$ cat config.mk
export PLATFORM = sky130hd
export DESIGN_NAME = sram_burst_master_flat
export DESIGN_NICKNAME = d
export VERILOG_FILES = /design/src/rtl/sram_burst_master_if.sv /design/src/rtl/sram_burst_master.sv /design/src/flat_wrapper.sv
export SDC_FILE = /design/constraint.sdc
export NUM_CORES = 1
export LEC_CHECK = 0
export BUFFER_PORTS_ARGS = -buffer_cell sky130_fd_sc_hd__buf_2
export CAP_MARGIN = 20
export CORE_MARGIN = 5
export CORE_UTILIZATION = 42
export CTS_CLUSTER_SIZE = 16
export DETAILED_ROUTE_END_ITERATION = 12
export PLACE_DENSITY = 0.67
export SETUP_SLACK_MARGIN = 0.02
export SYNTH_ARGS = -nofsm -noshare
export SYNTH_HDL_FRONTEND = slang
export SYNTH_SLANG_ARGS = --single-unit
$ cat constraint.sdc
create_clock -name clk -period 9.35 [get_ports clk]
set_input_delay 0 -clock clk [delete_from_list [all_inputs] [get_ports clk]]
set_output_delay 0 -clock clk [all_outputs]
set_load 0.005 [all_outputs]
$ cat src/rtl/sram_burst_master_if.sv
// ---------------------------------------------------------------------------
// sram_burst_master_if
//   Bundles every non-clock/reset signal of sram_burst_master.
//   Signal names keep their _i/_o suffixes as seen from the burst master.
//   Groups:
//     command : cmd_valid_i, cmd_ready_o, cmd_write_i, cmd_addr_i, cmd_len_i
//     read    : rd_valid_o, rd_ready_i, rd_data_o, rd_last_o
//     write   : wr_valid_i, wr_ready_o, wr_data_i
//     sram    : sram_req_o, sram_we_o, sram_addr_o, sram_wdata_o, sram_rdata_i
//     status  : busy_o, done_o
//   modport master : the burst master itself
//   modport slave  : everything around it (command source, stream
//                    endpoints, SRAM)
// ---------------------------------------------------------------------------
interface sram_burst_master_if #(
    parameter int ADDR_WIDTH = 10,
    parameter int DATA_WIDTH = 64,
    parameter int LEN_WIDTH  = 11
);
    logic                  cmd_valid_i;
    logic                  cmd_ready_o;
    logic                  cmd_write_i;
    logic [ADDR_WIDTH-1:0] cmd_addr_i;
    logic [LEN_WIDTH-1:0]  cmd_len_i;

    logic                  rd_valid_o;
    logic                  rd_ready_i;
    logic [DATA_WIDTH-1:0] rd_data_o;
    logic                  rd_last_o;

    logic                  wr_valid_i;
    logic                  wr_ready_o;
    logic [DATA_WIDTH-1:0] wr_data_i;

    logic                  sram_req_o;
    logic                  sram_we_o;
    logic [ADDR_WIDTH-1:0] sram_addr_o;
    logic [DATA_WIDTH-1:0] sram_wdata_o;
    logic [DATA_WIDTH-1:0] sram_rdata_i;

    logic                  busy_o;
    logic                  done_o;

    modport master (
        input  cmd_valid_i, cmd_write_i, cmd_addr_i, cmd_len_i,
        input  rd_ready_i, wr_valid_i, wr_data_i, sram_rdata_i,
        output cmd_ready_o, rd_valid_o, rd_data_o, rd_last_o, wr_ready_o,
        output sram_req_o, sram_we_o, sram_addr_o, sram_wdata_o,
        output busy_o, done_o
    );

    modport slave (
        output cmd_valid_i, cmd_write_i, cmd_addr_i, cmd_len_i,
        output rd_ready_i, wr_valid_i, wr_data_i, sram_rdata_i,
        input  cmd_ready_o, rd_valid_o, rd_data_o, rd_last_o, wr_ready_o,
        input  sram_req_o, sram_we_o, sram_addr_o, sram_wdata_o,
        input  busy_o, done_o
    );
endinterface

$ cat src/rtl/sram_burst_master.sv
// ---------------------------------------------------------------------------
// sram_burst_master
//   Moves bursts of words between a single-port synchronous SRAM and a pair
//   of valid/ready streams. A command gives direction, start address and
//   word count; the address wraps modulo 2^ADDR_WIDTH.
//   Ports:
//     clk  - clock, all logic on the rising edge
//     rst  - synchronous active-high reset (aborts any burst, no done pulse)
//     bus  - sram_burst_master_if.master: command, read stream, write
//            stream, SRAM master and status signals
//   Write bursts pass wr_data_i straight to the SRAM in the beat's cycle.
//   Read bursts keep at most two words outstanding (2-entry FIFO plus the
//   word in flight from the SRAM), which lets reads stream at one word per
//   cycle while never dropping data under backpressure.
// ---------------------------------------------------------------------------
module sram_burst_master #(
    parameter int ADDR_WIDTH = 10,
    parameter int DATA_WIDTH = 64,
    parameter int LEN_WIDTH  = 11
) (
    input  logic clk,
    input  logic rst,
    sram_burst_master_if.master bus
);
    typedef enum logic [1:0] {
        S_IDLE  = 2'd0,
        S_READ  = 2'd1,
        S_WRITE = 2'd2,
        S_DONE  = 2'd3
    } state_t;

    localparam logic [LEN_WIDTH-1:0] LEN_ONE = LEN_WIDTH'(1);

    state_t                state_reg, state_next;
    logic [ADDR_WIDTH-1:0] addr_reg;
    logic [LEN_WIDTH-1:0]  issue_left_reg;   // reads still to be requested
    logic [LEN_WIDTH-1:0]  remaining_reg;    // words still to be transferred
    logic                  fifo_rd_ptr_reg;
    logic                  fifo_wr_ptr_reg;
    logic [1:0]            fifo_count_reg;
    logic [1:0]            inflight_reg;     // read issued last cycle, data on sram_rdata_i now

    logic                  wr_beat;
    logic                  rd_valid;
    logic                  rd_pop;
    logic                  rd_issue;
    logic                  fifo_empty;
    logic                  fifo_push;
    logic                  fifo_pop;
    logic                  last_word;
    logic [2:0]            occupancy;
    logic [DATA_WIDTH-1:0] head_data;

    assign fifo_empty = (fifo_count_reg == 2'd0);
    assign wr_beat    = (state_reg == S_WRITE) && bus.wr_valid_i;
    // The returning word is offered directly when the FIFO is empty, which
    // gives the two-cycle command-to-first-beat latency.
    assign rd_valid   = (state_reg == S_READ) && (!fifo_empty || (inflight_reg != 2'd0));
    assign rd_pop     = rd_valid && bus.rd_ready_i;
    // Words held after this cycle if nothing new is requested; a new read is
    // only allowed while that leaves room for its returning word.
    assign occupancy  = {1'b0, fifo_count_reg} + {1'b0, inflight_reg} - {2'b00, rd_pop};
    assign rd_issue   = (state_reg == S_READ) && (issue_left_reg != '0) && (occupancy < 3'd2);
    assign fifo_pop   = rd_pop && !fifo_empty;
    // A returning word is stored unless it bypasses straight to the consumer.
    assign fifo_push  = (inflight_reg != 2'd0) && !(fifo_empty && rd_pop);
    assign last_word  = (remaining_reg == LEN_ONE);

    // Two FIFO slots, written alternately by the write pointer.
    genvar gi;
    generate
        for (gi = 0; gi < 2; gi++) begin : g_slot
            logic [DATA_WIDTH-1:0] data_reg;
            always_ff @(posedge clk) begin
                if (fifo_push && (fifo_wr_ptr_reg == 1'(gi))) begin
                    data_reg <= bus.sram_rdata_i;
                end
            end
        end
    endgenerate

    assign head_data = fifo_rd_ptr_reg ? g_slot[1].data_reg : g_slot[0].data_reg;

    // State register
    always_ff @(posedge clk) begin
        if (rst) begin
            state_reg <= S_IDLE;
        end else begin
            state_reg <= state_next;
        end
    end

    // Next-state logic
    always_comb begin
        state_next = state_reg;
        case (state_reg)
            S_IDLE: begin
                if (bus.cmd_valid_i) begin
                    if (bus.cmd_len_i == '0) begin
                        state_next = S_DONE;
                    end else if (bus.cmd_write_i) begin
                        state_next = S_WRITE;
                    end else begin
                        state_next = S_READ;
                    end
                end
            end
            S_WRITE: begin
                if (wr_beat && last_word) begin
                    state_next = S_DONE;
                end
            end
            S_READ: begin
                if (rd_pop && last_word) begin
                    state_next = S_DONE;
                end
            end
            S_DONE:  state_next = S_IDLE;
            default: state_next = S_IDLE;
        endcase
    end

    // Burst counters, address and FIFO bookkeeping
    always_ff @(posedge clk) begin
        if (rst) begin
            addr_reg        <= '0;
            issue_left_reg  <= '0;
            remaining_reg   <= '0;
            inflight_reg    <= 2'd0;
            fifo_rd_ptr_reg <= 1'b0;
            fifo_wr_ptr_reg <= 1'b0;
            fifo_count_reg  <= 2'd0;
        end else begin
            if (state_reg == S_IDLE) begin
                if (bus.cmd_valid_i) begin
                    addr_reg       <= bus.cmd_addr_i;
                    issue_left_reg <= bus.cmd_len_i;
                    remaining_reg  <= bus.cmd_len_i;
                end
            end else begin
                if (wr_beat || rd_issue) begin
                    addr_reg <= addr_reg + ADDR_WIDTH'(1);
                end
                if (rd_issue) begin
                    issue_left_reg <= issue_left_reg - LEN_ONE;
                end
                if (wr_beat || rd_pop) begin
                    remaining_reg <= remaining_reg - LEN_ONE;
                end
            end
            inflight_reg <= {1'b0, rd_issue};
            if (fifo_push) begin
                fifo_wr_ptr_reg <= ~fifo_wr_ptr_reg;
            end
            if (fifo_pop) begin
                fifo_rd_ptr_reg <= ~fifo_rd_ptr_reg;
            end
            fifo_count_reg <= fifo_count_reg + {1'b0, fifo_push} - {1'b0, fifo_pop};
        end
    end

    // Outputs; address/data buses are zeroed whenever they carry nothing
    always_comb begin
        bus.cmd_ready_o  = (state_reg == S_IDLE);
        bus.busy_o       = (state_reg != S_IDLE);
        bus.done_o       = (state_reg == S_DONE);
        bus.wr_ready_o   = (state_reg == S_WRITE);
        bus.sram_req_o   = wr_beat || rd_issue;
        bus.sram_we_o    = wr_beat;
        bus.sram_addr_o  = (wr_beat || rd_issue) ? addr_reg : '0;
        bus.sram_wdata_o = wr_beat ? bus.wr_data_i : '0;
        bus.rd_valid_o   = rd_valid;
        bus.rd_data_o    = '0;
        if (rd_valid) begin
            bus.rd_data_o = fifo_empty ? bus.sram_rdata_i : head_data;
        end
        bus.rd_last_o    = rd_valid && last_word;
    end
endmodule
$ cat src/flat_wrapper.sv
// flat-port wrapper written by rule: the top's interface ports become plain ports
module sram_burst_master_flat 
#(
    parameter int ADDR_WIDTH = 10,
    parameter int DATA_WIDTH = 64,
    parameter int LEN_WIDTH  = 11
)
  (clk, rst, bus_cmd_valid_i, bus_cmd_write_i, bus_cmd_addr_i, bus_cmd_len_i, bus_rd_ready_i, bus_wr_valid_i, bus_wr_data_i, bus_sram_rdata_i, bus_cmd_ready_o, bus_rd_valid_o, bus_rd_data_o, bus_rd_last_o, bus_wr_ready_o, bus_sram_req_o, bus_sram_we_o, bus_sram_addr_o, bus_sram_wdata_o, bus_busy_o, bus_done_o);
  sram_burst_master_if #(.ADDR_WIDTH(ADDR_WIDTH), .DATA_WIDTH(DATA_WIDTH), .LEN_WIDTH(LEN_WIDTH)) bus_i ();
  input  logic clk;
  input  logic rst;
  input wire logic [$bits(bus_i.cmd_valid_i)-1:0] bus_cmd_valid_i;
  input wire logic [$bits(bus_i.cmd_write_i)-1:0] bus_cmd_write_i;
  input wire logic [$bits(bus_i.cmd_addr_i)-1:0] bus_cmd_addr_i;
  input wire logic [$bits(bus_i.cmd_len_i)-1:0] bus_cmd_len_i;
  input wire logic [$bits(bus_i.rd_ready_i)-1:0] bus_rd_ready_i;
  input wire logic [$bits(bus_i.wr_valid_i)-1:0] bus_wr_valid_i;
  input wire logic [$bits(bus_i.wr_data_i)-1:0] bus_wr_data_i;
  input wire logic [$bits(bus_i.sram_rdata_i)-1:0] bus_sram_rdata_i;
  output wire logic [$bits(bus_i.cmd_ready_o)-1:0] bus_cmd_ready_o;
  output wire logic [$bits(bus_i.rd_valid_o)-1:0] bus_rd_valid_o;
  output wire logic [$bits(bus_i.rd_data_o)-1:0] bus_rd_data_o;
  output wire logic [$bits(bus_i.rd_last_o)-1:0] bus_rd_last_o;
  output wire logic [$bits(bus_i.wr_ready_o)-1:0] bus_wr_ready_o;
  output wire logic [$bits(bus_i.sram_req_o)-1:0] bus_sram_req_o;
  output wire logic [$bits(bus_i.sram_we_o)-1:0] bus_sram_we_o;
  output wire logic [$bits(bus_i.sram_addr_o)-1:0] bus_sram_addr_o;
  output wire logic [$bits(bus_i.sram_wdata_o)-1:0] bus_sram_wdata_o;
  output wire logic [$bits(bus_i.busy_o)-1:0] bus_busy_o;
  output wire logic [$bits(bus_i.done_o)-1:0] bus_done_o;
  assign bus_i.cmd_valid_i = bus_cmd_valid_i;
  assign bus_i.cmd_write_i = bus_cmd_write_i;
  assign bus_i.cmd_addr_i = bus_cmd_addr_i;
  assign bus_i.cmd_len_i = bus_cmd_len_i;
  assign bus_i.rd_ready_i = bus_rd_ready_i;
  assign bus_i.wr_valid_i = bus_wr_valid_i;
  assign bus_i.wr_data_i = bus_wr_data_i;
  assign bus_i.sram_rdata_i = bus_sram_rdata_i;
  assign bus_cmd_ready_o = bus_i.cmd_ready_o;
  assign bus_rd_valid_o = bus_i.rd_valid_o;
  assign bus_rd_data_o = bus_i.rd_data_o;
  assign bus_rd_last_o = bus_i.rd_last_o;
  assign bus_wr_ready_o = bus_i.wr_ready_o;
  assign bus_sram_req_o = bus_i.sram_req_o;
  assign bus_sram_we_o = bus_i.sram_we_o;
  assign bus_sram_addr_o = bus_i.sram_addr_o;
  assign bus_sram_wdata_o = bus_i.sram_wdata_o;
  assign bus_busy_o = bus_i.busy_o;
  assign bus_done_o = bus_i.done_o;
  sram_burst_master #(.ADDR_WIDTH(ADDR_WIDTH), .DATA_WIDTH(DATA_WIDTH), .LEN_WIDTH(LEN_WIDTH)) u_core (.clk(clk), .rst(rst), .bus(bus_i));
endmodule
; Word level (Yosys, flattened, before mapping)
; Cells that the tools add are included.
[classes]
addsub = 7
order_cmp = 1
mux = 19
eq_ne = 7
n_reduce_logical = 31
bitwise_logic = 2
[op_table]
columns = operator, n
row1 = $mux W64, 4
row2 = $mux W11, 5
row3 = $mux W10, 4
row4 = $sub A11 B1 Y11 const B, 2
row5 = $logic_and A1 B1 Y1, 13
row6 = $eq A11 B1 Y1 const B, 1
row7 = $logic_not A11 Y1, 1
row8 = $reduce_bool A11 Y1, 1
row9 = $add A10 B1 Y10 const B, 1
row10 = $mux W2, 5
row11 = $reduce_bool A2 Y1, 5
row12 = $pmux W2 S4, 1
row13 = $reduce_and A2 Y1, 3
row14 = $eq A2 B2 Y1 const B, 2
row15 = $logic_not A2 Y1, 2
row16 = $ne A2 B2 Y1 const B, 2
row17 = $add A2 B2 Y3, 1
row18 = $logic_or A1 B1 Y1, 3
row19 = $lt A3 B2 Y1 const B, 1
row20 = $reduce_and A3 Y1, 1
row21 = $sub A3 B1 Y3, 1
row22 = $add A2 B1 Y2, 1
row23 = $eq A2 B1 Y1 const B, 1
row24 = $logic_not A1 Y1, 2
row25 = 3 further kinds, 4
[totals]
out_inout_bits = 146
inputBits = 155
wordCells = 78
register_bits = 168

; Depth between registers and ports, before layout
; Gate-level depths: netlist (run 1).
[logic_depth]
ltp_word = 11
depth_mapped = 13
ltp_nobuf = 11

; Worst setup path before layout (run 1)
; OpenSTA, ideal clock, no wires.
[synth_path]
kind = flip-flop to flip-flop
startpoint = register u_core.fifo_count_reg[1]
endpoint = register u_core.g_slot[0].data_reg[0], enable pin
t_arrival_ns = 4.021
period_less_slack_ns = 4.507
setup_time_ns = 0.487
slack_ns = 4.843
path_stages_with_launch = 4
cell_sequence = dfxtp_1 > o311ai_1 > o21ai_0 > nor2_1
[synth_via]
elab_chain_cells = 9
[synth_lines]
columns = element, line_no
row1 = "start, declared", sram_burst_master.sv:40  ; logic [1:0] fifo_count_reg;
row2 = "start signal, assigned", sram_burst_master.sv:158  ; fifo_count_reg <= fifo_count_reg + {1'b0, fifo_push} - {1'b0, fifo_pop};
row3 = $logic_not A2 Y1 (*), sram_burst_master.sv:54  ; assign fifo_empty = (fifo_count_reg == 2'd0);
row4 = $logic_not A1 Y1, sram_burst_master.sv:58  ; assign rd_valid = (state_reg == S_READ) && (!fifo_empty || (inflight_reg != 2'd0));
row5 = $logic_or A1 B1 Y1, sram_burst_master.sv:58
row6 = $logic_and A1 B1 Y1, sram_burst_master.sv:58
row7 = $logic_and A1 B1 Y1, sram_burst_master.sv:59  ; assign rd_pop = rd_valid && bus.rd_ready_i;
row8 = $logic_and A1 B1 Y1 (*), sram_burst_master.sv:66  ; assign fifo_push = (inflight_reg != 2'd0) && !(fifo_empty && rd_pop);
row9 = $logic_not A1 Y1 (*), sram_burst_master.sv:66
row10 = $logic_and A1 B1 Y1 (*), sram_burst_master.sv:66
row11 = $logic_and A1 B1 Y1 (*), sram_burst_master.sv:75  ; if (fifo_push && (fifo_wr_ptr_reg == 1'(gi))) begin
row12 = "end signal, assigned", sram_burst_master.sv:76  ; data_reg <= bus.sram_rdata_i;
row13 = "end, declared", sram_burst_master.sv:73  ; logic [DATA_WIDTH-1:0] data_reg;
; Every way passes the cells marked *; elsewhere a longest branch is shown, timed or not.
; A chain may end at the register's enable or synchronous reset.

; Worst setup path in the final report (run 1)
[layout_path]
startpoint = register u_core.fifo_count_reg[1]
endpoint = output port bus_sram_addr_o[8]
[layout_via]
elab_chain_cells = 10
[layout_lines]
columns = element, line_no
row1 = $logic_not A2 Y1, sram_burst_master.sv:54
row2 = $logic_not A1 Y1, sram_burst_master.sv:58
row3 = $logic_or A1 B1 Y1, sram_burst_master.sv:58
row4 = $logic_and A1 B1 Y1, sram_burst_master.sv:58
row5 = $logic_and A1 B1 Y1, sram_burst_master.sv:59
row6 = $sub A3 B1 Y3 (*), sram_burst_master.sv:62  ; assign occupancy = {1'b0, fifo_count_reg} + {1'b0, inflight_reg} - {2'b00, rd_pop};
row7 = $lt A3 B2 Y1 (*), sram_burst_master.sv:63  ; assign rd_issue = (state_reg == S_READ) && (issue_left_reg != '0) && (occupancy < 3'd2);
row8 = $logic_and A1 B1 Y1 (*), sram_burst_master.sv:63
row9 = $logic_or A1 B1 Y1 (*), sram_burst_master.sv:170  ; bus.sram_addr_o = (wr_beat || rd_issue) ? addr_reg : '0;
row10 = $mux W10 (*), sram_burst_master.sv:170
row11 = "end, declared", flat_wrapper.sv:27  ; output wire logic [$bits(bus_i.sram_addr_o)-1:0] bus_sram_addr_o;
; Marked as above.

==> results.json, run 1 <==
{
  "status": "finished, final reports clean",
  "r2r_slack_ns": 6.24,
  "gr-usage-all-layers_pct": 19.8,
  "ys_seq_area_share_pct": 55.5,
  "synthFlopType": "edfxtp_1",
  "gp_congestion": 0.826,
  "leakage_nw": 4.89,
  "placed_area_mm2": 0.0100,
  "met3_usage_pct": 3.56,
  "fmax_ghz": 0.294,
  "drive_above_1_share_pct": 31.2,
  "synth_cell_types": 51,
  "finalClockSkew_ns": 0.0142,
  "setup.worst_path.start_class": "flip-flop",
  "antenna_left": 0,
  "drc": 0,
  "synth-seq-cells": 167,
  "ir_drop_uv": 125,
  "syn_area_per_cell_um2": 10.8,
  "use_met1_pct": 28.9,
  "grt_max_degree": 76,
  "async_flop_share_pct": 0,
  "vias": 7212,
  "synth_edf_count": 128,
  "maxCapViolCount": 0,
  "hpwlAfterDp_um": 15500,
  "max_slew_margin_pct": 40.4,
  "cts_made_buffers": 17,
  "clock_path_buffers": 2,
  "max_stage_delay_ns": 0.77,
  "fin_nets": 1280,
  "crit_type": "reg2out",
  "floorplan.core_area_mm2": 0.0195,
  "cts_sinks": 167,
  "r2r-start": "u_core.fifo_count_reg[1]",
  "hold_depth": 5,
  "syn_nets": 935,
  "ff2ff_path_depth": 9,
  "crit_required_ns": 9.35,
  "die_h_um": 151,
  "cts_tree": "yes",
  "drt_iter0_markers": 486,
  "viasPerCell": 5.18,
  "power_density_mw_per_mm2": 217,
  "design_area_mm2": 0.0114,
  "cts_root_buf": "clkbuf_16",
  "crit_top_cell": "nand2_1",
  "syn-instance-count": 769,
  "io_pins": 301,
  "cts_max_level": 4,
  "fin_crit_sh_pct": 36.4,
  "gr-max-usage-layer": "met2",
  "layout_min_cycle_time_ns": 3.40,
  "critical_path.endpoint_type": "output pin",
  "antennaDiodeCount": 0,
  "area_growth_pct": 36.5,
  "overflow": 0,
  "clk_pin_slew_ns": 0.07,
  "netlist_area_mm2": 0.00834,
  "synth_warnings": 0,
  "first_global_vias": 6772,
  "antenna_found_initial": 0,
  "setup_tns_ns": 0,
  "initial_core_util_pct": 42.7,
  "setup_viol": 0,
  "r2r-end": "u_core.issue_left_reg[0]",
  "worstMarginPinSlew_ns": 0.885,
  "slew_violations": 0,
  "dieArea_mm2": 0.0228,
  "io_buffers": 300,
  "wirelength_um": 23300,
  "holdCritPathClass": "in2reg",
  "cts-resized-gates": 0,
  "cpMaxStageDelayCell": "o311ai_1",
  "rsz0062_at_grt": "no",
  "crit_chain": "o311ai_1, xnor2_1, nand2_1, fa_1, xnor2_1, and3_1, nand2_1, nand2_1, and2_1, buf_2",
  "grt_pass1_wl_um": 35900,
  "min-delay-start": "bus_cmd_len_i[2]",
  "mostFrequentLayoutCells": "buf_2, edfxtp_1, nor2_1, dlygate4sd3_1, and3_1",
  "layout_commonest_cell": "buf_2",
  "rows": 51,
  "min_to": "u_core.remaining_reg[2]",
  "cp_max_fo": 11,
  "largest_reg_flops": 128,
  "globalRouteMet2Util_pct": 31.0,
  "critPathArrivalTime_ns": 3.40,
  "final_hold_viol_count": 0,
  "clock_latency_ns": 0.43,
  "detail_route.first_pass.iterations": 5,
  "wl_per_cell_um": 16.8,
  "die_x_um": 151
}
[area by class of cell]
type                            count  area, um2
Clock buffer                       18        429
Clock inverter                     14        143
Fill cell                        1652       8140
Inverter                           17       63.8
Multi-Input combinational cell    524       3430
Sequential cell                   167       4630
Tap cell                          265        332
Timing Repair Buffer              387       2350
[per-layer routing]
| metal | vias up | share of wire (%) | wire length, um |
|---|---|---|---|
| met5 | - | 0 | 0 |
| met4 | 0 | 0.90 | 210 |
| met3 | 20 | 6.7 | 1550 |
| met2 | 242 | 47 | 10900 |
| met1 | 3360 | 46 | 10700 |
| li1 | 3590 | - | - |
[synth_stat cells, types with 4 or more instances]
library cell  instances  area [um2]
a211oi_1             67         503
a21oi_1              26         130
a22o_1                6        52.6
a22oi_1               4        30.0
a311oi_1              5        43.8
a32oi_1               6        52.6
and2_1               11        68.8
and3_1               69         432
buf_1                13        48.8
clkbuf_1             44         165
dfxtp_1              39         781
edfxtp_1            128        3840
ha_1                 10         125
inv_1                17        63.8
mux2i_1              67         671
nand2_1              33         124
nand2b_1              5        31.3
nand3_1              15        75.1
nor2_1              106         398
nor3_1                8        40.0
nor4_1                4        25.0
o21ai_0              30         150
o31ai_1               4        30.0
o41ai_1               4        35.0
or3_1                 4        25.0
or4_1                 4        30.0
xnor2_1               5        43.8
[where the power goes]
part	internal, mW	switching [mW]
logic	0.318	0.501
registers	0.906	0.0726
clock network	0.374	0.302
[logic make-up after synthesis]
logic type | share of synthesized area [%]
compound gates | 14.0
flops | 55.5
xor+xnor | 0.630
mux | 8.18
buf+inv | 3.72
simple gates | 16.2
fa+ha+maj | 1.74
[stage by stage]
step	hold WS, ns	cells	setup slack (ns)	total power [mW]	util [%]
after floorplan	0.0989	769	4.84	1.55	-
after global placement	0.204	1281	6.31	1.77	51.3
after detailed placement	0.210	1281	6.23	1.78	51.3
after CTS	0.000970	1392	5.93	2.48	58.3
after global routing	0.0403	1392	5.64	2.64	58.3
final	0.0158	1392	5.95	2.47	58.3
[what timing repair did]
item,in CTS,in global routing
hold buffers,79,0
buffers inserted,0,0
hold endpoints to repair,145,0
[worst max path at each step]
stage | slack, ns | endpoint | startpoint | cells past startpoint
after floorplan | 4.84 | u_core.g_slot[0].data_reg[0] | u_core.fifo_count_reg[1] | 3
after global placement | 6.31 | u_core.issue_left_reg[0] | u_core.fifo_count_reg[1] | 9
after detailed placement | 6.23 | u_core.addr_reg[0] | u_core.fifo_count_reg[1] | 9
after CTS | 5.93 | bus_sram_addr_o[5] | u_core.fifo_count_reg[1] | 10
after global routing | 5.64 | bus_sram_addr_o[4] | u_core.fifo_count_reg[1] | 10
final | 5.95 | bus_sram_addr_o[8] | u_core.fifo_count_reg[1] | 10
[critical path: cells and delay by family, from the launching register on]
family,cells,cell delay [ns]
compound gates,1,0.77
xor+xnor,2,0.36
simple gates,5,0.97
fa+ha+maj,1,0.39
flops,1,0.38
buf+inv,1,0.12
(Power assumes the default switching activity.)
==> run 2, diff against run 1 <==
- clock period: 9.35 -> 3.3 ns (I/O delays scaled with it)
==> run 2 against run 1 <==
Net effect: via count grew 2.6%; count of clock-buffer cells in the layout shrank 1; hold slack gained 0.021 ns; final cell count grew 0.50%; largest cell class unchanged.
==> results.json, run 2 (same netlist as run 1, synthesis figures left out) <==
{
  "clockPowerShare_pct": 28.2,
  "rsz0062_at_grt": "no",
  "area_growth_pct": 38.6,
  "holdCritPathClass": "in2reg",
  "clock_path_buffers": 2,
  "crit_type": "reg2out",
  "status": "finished, final reports clean",
  "p_seq_share_pct": 38.5,
  "mostFrequentLayoutCells": "buf_2, edfxtp_1, nor2_1, dlygate4sd3_1, and3_1",
  "io_buffers": 300,
  "grt_max_degree": 68,
  "min-delay-start": "bus_cmd_addr_i[3]",
  "detail_route.first_pass.iterations": 5,
  "rows": 51,
  "cts_made_buffers": 17,
  "largest_reg_flops": 128,
  "finalPower_mw": 7.22,
  "crit_chain": "or2_4, buf_4, buf_6, nor2_1, a211oi_1, buf_2",
  "finalClockSkew_ns": 0.0133,
  "vias": 7403,
  "setup_tns_ns": 0,
  "design_area_mm2": 0.0116,
  "intPower_mw": 4.66,
  "clk_pin_slew_ns": 0.07,
  "cpMaxStageDelayCell": "buf_4",
  "wirelength_um": 24200,
  "max_stage_delay_ns": 0.54,
  "placed_area_mm2": 0.0101,
  "critPathArrivalTime_ns": 2.98,
  "fin_nets": 1286,
  "power_density_mw_per_mm2": 624,
  "critical_path.endpoint_type": "output pin",
  "drt_iter0_markers": 639,
  "swShare_pct": 35.4,
  "die_h_um": 151,
  "final_hold_viol_count": 0,
  "max_slew_margin_pct": 38.8,
  "layout_commonest_cell": "buf_2",
  "floorplan.core_area_mm2": 0.0195,
  "cts_max_level": 4,
  "setup_viol": 0,
  "r2r_slack_ns": 0.39,
  "fin_crit_sh_pct": 90.2,
  "setup.worst_path.start_class": "flip-flop",
  "wl_per_cell_um": 17.3,
  "worstMarginPinSlew_ns": 0.909,
  "crit_required_ns": 3.30,
  "layout_min_cycle_time_ns": 2.98,
  "maxCapViolCount": 0,
  "ir_drop_uv": 388,
  "leakage_nw": 4.95,
  "grt_pass1_wl_um": 36700,
  "drive_above_1_share_pct": 32.0,
  "cp_max_fo": 54,
  "overflow": 0,
  "r2r-start": "u_core.state_reg[1]",
  "fmax_ghz": 0.336,
  "cts_tree": "yes",
  "drc": 0,
  "cts_sinks": 167,
  "crit_path_start": "u_core.fifo_count_reg[1]",
  "slew_violations": 0,
  "hpwlAfterDp_um": 16100,
  "clock_latency_ns": 0.43,
  "initial_core_util_pct": 42.7,
  "io_pins": 301,
  "combPwrFrac_pct": 33.3,
  "gr-usage-all-layers_pct": 20.4,
  "die_x_um": 151,
  "antenna_found_initial": 0,
  "viasPerCell": 5.29,
  "antenna_left": 0,
  "dieArea_mm2": 0.0228,
  "gp_congestion": 0.824,
  "first_global_vias": 6865,
  "cts_root_buf": "clkbuf_16",
  "p_sw_mw": 2.55
}
-- run 2: changes by cell type in the layout (fill, tap and decap cells not counted), moves of 2 or more --
cell | previous run | this run
buf_12 | 0 | 4
clkinvlp_4 | 2 | 4
clkinv_4 | 3 | 1
dlygate4sd3_1 | 79 | 81
inv_8 | 1 | 3
-- run 2: layout make-up --
cell class | count | area (um2)
diodes | 1 | 2.50
clock buffers | 17 | 425
flip-flops and latches | 167 | 4630
inverters | 17 | 63.8
clock inverters | 15 | 191
multi-input cells | 524 | 3460
repair buffers | 393 | 2460
fillers | 1594 | 7970
well taps | 265 | 332
-- run 2: final timing paths --
| path | endpoint | cells past startpoint |
|---|---|---|
| worst min register to register | u_core.remaining_reg[9] | 1 |
| worst max register to register | u_core.issue_left_reg[0] | 11 |
| worst min-delay path | u_core.addr_reg[3] | 4 |
| worst max-delay path | bus_rd_data_o[39] | 6 |
-- run 2: per-stage QoR --
stage / utilization, % / std cells / hold slack, ns / setup WS (ns)
after floorplan: - / 769 / 0.0989 / -0.172
after global placement: 51.7 / 1285 / 0.205 / 0.321
after detailed placement: 51.7 / 1285 / 0.210 / 0.162
after CTS: 59.1 / 1398 / 0.00912 / 0.0893
after global routing: 59.2 / 1398 / 0.0471 / 0.0660
final: 59.2 / 1399 / 0.0370 / 0.323
-- run 2: routing by layer --
metal  vias up  GRT usage, %  routed length (um)
met5         -             0                   0
met4         0          5.03                 258
met3        19          4.13                1650
met2       250          32.6               11500
met1      3521          28.6               10900
li1       3613             -                   -
-- run 2: power by group through the flow --
stage | clock network [mW] | registers (mW) | logic (mW)
finish | 2.03 | 2.78 | 2.41
global route | 2.17 | 2.81 | 2.67
CTS | 2.07 | 2.77 | 2.38
global placement | 0 | 2.80 | 2.25
detailed placement | 0 | 2.81 | 2.29
floorplan | 0 | 2.75 | 1.64
-- run 2: critical path: cells and delay by family, from the launching register on --
family / cells / cell delay, ns
AOI/OAI and AO/OA: 1 / 0.35
buffers and inverters: 3 / 1.15
DFF: 1 / 0.51
and+or+nand+nor: 2 / 0.49
-- run 2: timing repair --
action | in CTS | in global routing
hold buffers | 81 | 0
gates cloned | 0 | 0
buffers inserted | 0 | 0
setup endpoints to repair | 11 | 13
resized for setup | 2 | 4
endpoints found under the hold margin | 149 | 0
==> run 3, diff against run 2 <==
- CORE_MARGIN: 5 -> not set
- CORE_UTILIZATION: 42 -> 50
- PLACE_DENSITY: 0.67 -> 0.78
==> run 3 against run 2 <==
Net effect: critical path depth is 4 higher; flip-flop and latch count unchanged; final area shrank 0.77%; core utilization grew 12 points; sequential power is essentially flat; clock power fell by 3%; wire length up 0.28%; first-iteration DRC count is 1.1% lower; largest cell class unchanged; final cell count down 3.4%; register-to-register slack improved by 0.07 ns; count of clock-buffer cells in the layout increased by 2; non-clock buffer count grew 2.
==> results.json, run 3 (same netlist as run 1, synthesis figures left out) <==
{
  "clk_pin_slew_ns": 0.07,
  "grt_max_degree": 99,
  "cts_root_buf": "clkbuf_16",
  "finalClockSkew_ns": 0.0103,
  "die_x_um": 131,
  "viasPerCell": 5.57,
  "grt_pass1_wl_um": 37400,
  "holdWs_ns": 0.0349,
  "vias": 7529,
  "drc": 0,
  "fin_util_pct": 71.4,
  "setup.worst_path.start_class": "flip-flop",
  "drive_above_1_share_pct": 31.8,
  "io_pins": 301,
  "overflow": 0,
  "fillers": 1114,
  "layout_min_cycle_time_ns": 3.00,
  "largest_reg_flops": 128,
  "crit_required_ns": 3.30,
  "status": "finished, final reports clean",
  "r2r-end": "u_core.issue_left_reg[3]",
  "clock_path_buffers": 2,
  "multi_input_area_mm2": 0.00345,
  "worst_slack_ns": 0.295,
  "wirelength_um": 24300,
  "floorplan.core_area_mm2": 0.0161,
  "ir_drop_uv": 389,
  "cts_made_buffers": 17,
  "initial_core_util_pct": 51.9,
  "gp_congestion": 0.883,
  "max_stage_delay_ns": 0.55,
  "clock_latency_ns": 0.43,
  "antenna_left": 0,
  "die_h_um": 131,
  "rsz0062_at_grt": "no",
  "cts_max_level": 4,
  "cts_sinks": 167,
  "ff2ff_path_depth": 10,
  "hpwlAfterDp_um": 15300,
  "min_to": "u_core.issue_left_reg[2]",
  "io_buffers": 300,
  "r2r-start": "u_core.fifo_count_reg[1]",
  "critical_path.endpoint_type": "output pin",
  "cts_tree": "yes",
  "detail_route.first_pass.iterations": 5,
  "slew_violations": 0,
  "gr-usage-all-layers_pct": 27.7,
  "drt_iter0_markers": 632,
  "hold_depth": 5,
  "crit_type": "reg2out",
  "setup_viol": 0,
  "max_slew_margin_pct": 35.4,
  "fmax_ghz": 0.333,
  "cts_setup_buffers": 0,
  "antenna_found_initial": 0,
  "fin_crit_sh_pct": 91.1,
  "final_hold_viol_count": 0,
  "antennaDiodeCount": 0,
  "holdCritPathClass": "in2reg",
  "maxCapViolCount": 0,
  "cpMaxStageDelayCell": "o311ai_2",
  "area_growth_pct": 37.5,
  "pre_cts_slack_ns": 0.178,
  "mostFrequentLayoutCells": "buf_2, edfxtp_1, nor2_1, dlygate4sd3_1, and3_1",
  "seq_area_mm2": 0.00463,
  "critPathArrivalTime_ns": 3.00,
  "min-delay-start": "bus_cmd_len_i[2]",
  "crit_chain": "o311ai_2, xnor2_1, nand2_1, fa_1, xnor2_1, and3_2, nand2_1, nand2_2, and2_1, buf_2",
  "first_global_vias": 7137,
  "power_density_mw_per_mm2": 622,
  "wl_per_cell_um": 18.0,
  "r2r_slack_ns": 0.46,
  "dieArea_mm2": 0.0172,
  "leakage_nw": 4.94,
  "cp_max_fo": 11,
  "rows": 46,
  "fin_nets": 1288,
  "layout_commonest_cell": "buf_2",
  "worstMarginPinSlew_ns": 0.970
}
run 3: cell type report:
type	count	area share, %
sequential	167	40.4
multi-input combinational	524	30.1
timing repair buffer	395	21.5
clock buffer	19	3.86
tap	216	2.36
clock inverter	13	1.27
inverter	17	0.556
run 3: critical path: cells and delay by family, from the launching register on:
| kind | cells | cell delay [ns] |
|---|---|---|
| adders and majority gates | 1 | 0.39 |
| and+or+nand+nor | 5 | 0.79 |
| DFF | 1 | 0.38 |
| xor gates and xnor gates | 2 | 0.36 |
| buffers and inverters | 1 | 0.11 |
| AOI/OAI and AO/OA | 1 | 0.55 |
run 3: what timing repair did:
item	CTS	global route
hold buffers	82	0
hold endpoints to repair	153	0
setup endpoints to repair	10	11
cloned	0	0
gates resized for setup	1	3
run 3: power breakdown:
part	switching [mW]	internal (mW)	total (mW)
sequential	0.217	2.56	2.78
combinational	1.45	0.946	2.39
clock	0.818	1.14	1.96
run 3: how the worst max path moves through the flow:
stage                                   from                      endpoint  cells after the start
finish              u_core.fifo_count_reg[1]            bus_sram_addr_o[8]                     10
global route             u_core.state_reg[1]            bus_sram_addr_o[0]                     12
CTS                      u_core.state_reg[1]            bus_sram_addr_o[5]                     12
detailed placement  u_core.fifo_count_reg[1]            u_core.addr_reg[0]                      9
global placement    u_core.fifo_count_reg[1]            u_core.addr_reg[0]                      9
floorplan           u_core.fifo_count_reg[1]  u_core.g_slot[1].data_reg[0]                      3
run 3: metal layers:
layer	track usage (%)	vias up	part of all wire, %
li1	-	3607	-
met1	37.8	3553	44
met2	43.8	321	47
met3	5.63	48	6.9
met4	9.48	0	2.1
met5	0	-	0
run 3: metrics by stage:
stage                     area (um2)  std cells  TNS [ns]  total power, mW
after floorplan                 8340        769    -22.01             4.39
after global placement         10000       1237         0             5.01
after detailed placement       10000       1237         0             5.06
after CTS                      11500       1351         0             7.11
after global routing           11500       1351         0             7.53
final                          11500       1351         0             7.14
